`src/rtl/alu_1.sv`:
```
// -----------------------------------------------------------------------------
// alu_1 -- branch-target address adder for the 16-bit RISC datapath.
//
// Adds the incremented program counter to the sign-extended branch offset.
// The sum and its carry/overflow flags are produced combinationally for the
// next-PC select mux. A one-stage registered copy, qualified by in_valid, is
// provided for the pipeline and hazard logic.
//
// Optional feature (compile-time macro ALU_1_OVF_TRAP_EN):
//   adds a sticky signed-overflow trap (ovf_sticky) with a synchronous
//   clear (ovf_clr). When the macro is undefined neither port exists.
//
// Ports:
//   clk             in   system clock, rising edge
//   rst_n           in   asynchronous active-low reset
//   PC_plus_one     in   [N]  incremented PC (unsigned)
//   Sign_ext_1_out  in   [N]  sign-extended branch offset (two's complement)
//   in_valid        in   qualifies operands for the registered stage
//   ovf_clr         in   synchronous clear of ovf_sticky (trap build only)
//   ALU_1_out       out  [N]  combinational sum, modulo 2^N
//   carry_out       out  combinational carry out of bit N-1
//   overflow        out  combinational signed overflow
//   out_valid       out  registered in_valid
//   ALU_1_out_q     out  [N]  registered sum
//   carry_q         out  registered carry
//   overflow_q      out  registered overflow
//   zero_q          out  registered "sum == 0"
//   ovf_sticky      out  sticky overflow trap (trap build only)
// -----------------------------------------------------------------------------
module alu_1 #(
    parameter int N = 16
) (
    input  logic         clk,
    input  logic         rst_n,
    input  logic [N-1:0] PC_plus_one,
    input  logic [N-1:0] Sign_ext_1_out,
    input  logic         in_valid,
`ifdef ALU_1_OVF_TRAP_EN
    input  logic         ovf_clr,
    output logic         ovf_sticky,
`endif
    output logic [N-1:0] ALU_1_out,
    output logic         carry_out,
    output logic         overflow,
    output logic         out_valid,
    output logic [N-1:0] ALU_1_out_q,
    output logic         carry_q,
    output logic         overflow_q,
    output logic         zero_q
);

    // One extra bit captures the unsigned carry out of the top bit.
    logic [N:0] sum_ext;
    logic       sum_zero;

    // Purely combinational: no dependence on clk, rst_n or in_valid, so the
    // branch target settles as soon as the operands do.
    always_comb begin
        sum_ext   = {1'b0, PC_plus_one} + {1'b0, Sign_ext_1_out};
        ALU_1_out = sum_ext[N-1:0];
        carry_out = sum_ext[N];
        // Signed overflow: operands agree in sign but the result does not.
        overflow  = (PC_plus_one[N-1] == Sign_ext_1_out[N-1]) &&
                    (sum_ext[N-1] != PC_plus_one[N-1]);
        sum_zero  = (sum_ext[N-1:0] == '0);
    end

    // out_valid follows in_valid every cycle; reset clears it immediately so
    // a result in flight is dropped.
    // NOTE: sequential state uses non-blocking assignments so every register
    // samples pre-edge values and simulation matches the synthesized flops.
    always_ff @(posedge clk or negedge rst_n) begin
        if (!rst_n) begin
            out_valid <= 1'b0;
        end else begin
            out_valid <= in_valid;
        end
    end

    // Result registers load only on a qualified cycle and hold otherwise.
    always_ff @(posedge clk or negedge rst_n) begin
        if (!rst_n) begin
            ALU_1_out_q <= '0;
            carry_q     <= 1'b0;
            overflow_q  <= 1'b0;
            zero_q      <= 1'b0;
        end else if (in_valid) begin
            ALU_1_out_q <= ALU_1_out;
            carry_q     <= carry_out;
            overflow_q  <= overflow;
            zero_q      <= sum_zero;
        end
    end

`ifdef ALU_1_OVF_TRAP_EN
    // Sticky trap: a qualified overflow sets it, ovf_clr clears it. The set
    // term is tested first so a new overflow is never lost to a clear
    // arriving in the same cycle.
    always_ff @(posedge clk or negedge rst_n) begin
        if (!rst_n) begin
            ovf_sticky <= 1'b0;
        end else if (in_valid && overflow) begin
            ovf_sticky <= 1'b1;
        end else if (ovf_clr) begin
            ovf_sticky <= 1'b0;
        end
    end
`endif

endmodule

```
`config.mk`:
```
export PLATFORM = sky130hd
export DESIGN_NAME = alu_1
export DESIGN_NICKNAME = d
export VERILOG_FILES = /design/src/rtl/alu_1.sv
export SDC_FILE = /design/constraint.sdc
export NUM_CORES = 1
export LEC_CHECK = 0
export ABC_AREA = 1
export CAP_MARGIN = 20
export CORE_MARGIN = 1.5
export CORE_UTILIZATION = 44
export DETAILED_ROUTE_END_ITERATION = 6
export GPL_TIMING_DRIVEN = 0
export PLACE_DENSITY = 0.81
export SLEW_MARGIN = 30
export SYNTH_ARGS = -nofsm -noshare
export SYNTH_HDL_FRONTEND = slang
export SYNTH_SLANG_ARGS = --single-unit
export TNS_END_PERCENT = 10
```
`constraint.sdc`:
```
create_clock -name clk -period 4.3 [get_ports clk]
set_clock_uncertainty 0.05 [all_clocks]
set_input_delay 1.29 -clock clk [delete_from_list [all_inputs] [get_ports clk]]
set_output_delay 1.29 -clock clk [all_outputs]
set_load 0.005 [all_outputs]
```
==> impl_results.md <==
* Final Total Pwr at 820.7 µW
* Area of the multi-input gates at 1396 µm²
* Syn nets at 329
* Sequential share of the synthesized area at 27.72%
* Core Util, Final at 76.06%
* CTS sink cnt at 20
* Leakage at 1.604 nW
* Crit end category: primary output
* Failing checks: setup timing
* Hold crit path type: flip-flop to flip-flop
* Worst setup margin at -58.75 ps
* Core Area at 3971 µm²
* Cts bufs inserted at 3
* Via Count at 2,153
* Reg-to-reg endpoint: ALU_1_out_q[5]$_DFFE_PN0P_
* Actual slew at the worst max-slew pin at 427.0 ps
* DRC violations left at 0
* Clk slew on worst S/H paths at 80 ps
* Part of the cycle the worst path needs at 101.4%
* Grt ovf at 0
* Vias per inst at 5.163
* Max IR drop VDD at 0.0001404 V
* First-pass GRT wire length at 8659 µm
* FMAX at 229.4 MHz
* CP Capture Point: ALU_1_out[6]
* Required @ worst endpoint at 2960 ps
* Pre-CTS WS at -615.7 ps
* Placer Congestion at 0.8056
* Post-DR wirelength/cell at 13.60 µm
* Worst-path fanout max at 4
* Critical Path Start: PC_plus_one[0]
* Nets at 420
* YS warnings at 0
* Setup violators final at 3
* Critical Path AT at 3020 ps
* Port Buf Inserts at 72
* Final min period at 4359 ps
* # rows at 23
* Final hold vios at 0
* Vias in the first global route at 2,037
* Mapped Cells at 277
* Final wirelength at 5672 µm
* PD cells at 271.7 nW/µm²
* Die area at 4496 µm²
* Synth-to-Final Area Change at 67.29%
* Outcome: finished, violations left
* Share of layout cells above drive strength 1 at 22.89%
* All-layer global routing usage at 24.93%
* Die height at 67.06 µm
* Internal reg-to-reg setup slack at 3520 ps
* Fillers at 279
* CTS root buf: clkbuf_8
* Clock tree buffer depth at 2
* Synth area leaders: dfrtp_1 28%, nand2_1 19%, ha_1 11%
* Mean Syn Cell Area at 6.518 µm²
* DR iter-0 viols at 151
* Synthesized cell area at 1805 µm²
* Highest routed layer: met4
* Htree depth at 1
* RR Startpoint: ALU_1_out_q[5]$_DFFE_PN0P_
* Metal-1 WL at 2255 µm
* #FFs+latches synth at 20
* Unrepaired setup endpoints after global routing: true
* CTS tree: yes
* Yosys top cell area share at 27.72%
* Worst rel slew slack at 71.54%
* Met2 Wirelength at 2917 µm
* Unique masters post-synth at 24
* DP Wirelength at 3770 µm
* First-pass DRT Iterations at 4
* Initial antenna violation count at 0
* CP startpoint kind: input port
* Routed wl met3 at 364 µm
* Crit path kind: input port to primary output
* Antenna-violating nets left at 0
* FF/Latch Area at 500.5 µm²
* Area leader, netlist: dfrtp_1
* Max-slew violations at 0
* Pin count of the biggest net entering global routing at 21
* Clock latency on the worst-skew pair at 250 ps
* Top-level I/O count at 73
* Starting Density at 45.46%
* Die Wd at 67.06 µm
* Cell depth of the worst flop-to-flop path at 2
* Final setup TNS at -118.5 ps
* # diodes at 0
* Number of max-cap violations at 0
-- layout make-up --
cell class | instances | area share (%)
flip-flops and latches | 20 | 16.57
clock inverters | 1 | 0.9942
clock buffers | 3 | 1.367
well taps | 50 | 2.071
inverters | 45 | 5.592
plain buffers | 4 | 0.4971
repair buffers | 86 | 26.68
multi-input cells | 208 | 46.23
-- routing by layer --
metal,global-route usage (%),up-vias
li1,-,1049
met1,28.44,984
met2,47.52,102
met3,2.196,18
met4,8.673,0
met5,0,-
-- cells in the final DEF (no fill, tap or decap), types with 9 or more instances in the layout --
| cell type | instances |
|---|---|
| nand3_1 | 13 |
| nand2_1 | 78 |
| clkdlybuf4s50_1 | 28 |
| inv_1 | 43 |
| buf_4 | 14 |
| dlymetal6s2s_1 | 10 |
| nand2_2 | 27 |
| dlygate4sd2_1 | 28 |
| dfrtp_1 | 20 |
| ha_4 | 14 |
| o21ai_0 | 9 |
| nor2_1 | 24 |
-- how the worst min path moves through the flow --
stage / start / to / slack [ps] / cells after the start
after floorplan: carry_q$_DFFE_PN0P_ / carry_q$_DFFE_PN0P_ / 420 / 2
after global placement: ALU_1_out_q[12]$_DFFE_PN0P_ / ALU_1_out_q[12]$_DFFE_PN0P_ / 420 / 2
after detailed placement: zero_q$_DFFE_PN0P_ / zero_q$_DFFE_PN0P_ / 420 / 2
after CTS: ALU_1_out_q[15]$_DFFE_PN0P_ / ALU_1_out_q[15]$_DFFE_PN0P_ / 440 / 2
after global routing: ALU_1_out_q[1]$_DFFE_PN0P_ / ALU_1_out_q[1]$_DFFE_PN0P_ / 480 / 2
final: ALU_1_out_q[15]$_DFFE_PN0P_ / ALU_1_out_q[15]$_DFFE_PN0P_ / 440 / 2
-- cells by family (layout without fill, tap and decap cells) --
kind of cell / Yosys count / after routing / synth area share (%)
fa+ha+maj: 17 / 17 / 12.20
simple gates: 161 / 161 / 39.64
compound gates: 29 / 29 / 9.771
buf+inv: 49 / 139 / 10.19
flops: 20 / 20 / 27.72
xor+xnor: 1 / 1 / 0.4852
-- critical path, stage by stage --
cell and delay, ps:
dlygate4sd2_1 260, ha_4 170, fa_2 350, nand2_2 90, nand2_4 70, nand3_2 100
nand2_2 70, nand2_1 110, nand2_2 70, clkdlybuf4s50_1 440
-- metrics by stage --
step	cells	cell area [µm²]	hold WS, ps
after floorplan	277	1805	422.6
after global placement	399	2589	415.8
after detailed placement	399	2589	421.2
after CTS	413	2933	442.6
after global routing	417	3020	480.0
final	417	3020	435.2
-- state kept, by name (all words and copies together), names as in the netlist --
name         flops
ALU_1_out_q     16
carry_q          1
out_valid        1
overflow_q       1
zero_q           1
-- repair_timing --
action                                  4_1_cts  5_1_grt
pin swaps                                    22        4
resized for setup                            71       22
hold buffers                                  0        0
buffers inserted                             10        4
endpoints found under the setup margin       17       14
-- power breakdown --
group	internal [mW]	switching, mW	total, mW
logic	0.206	0.200	0.406
registers	0.215	0.0146	0.230
clock network	0.124	0.0607	0.185
-- cells in the mapped netlist --
cell type / n
a21oi_2: 4
inv_1: 43
clkbuf_1: 4
xor2_1: 1
o21bai_1: 1
fa_1: 1
o2111ai_1: 1
nand2_2: 16
ha_1: 16
nor3_4: 1
nor2_1: 25
a21oi_1: 6
inv_2: 2
nor2_2: 1
a21o_1: 1
nand3_1: 17
a31oi_1: 6
dfrtp_1: 20
o21ai_0: 9
nand4_1: 1
o21ai_1: 1
nand2_1: 92
nand3b_1: 7
nand3_2: 1
Power figures use the tool's default switching activity.
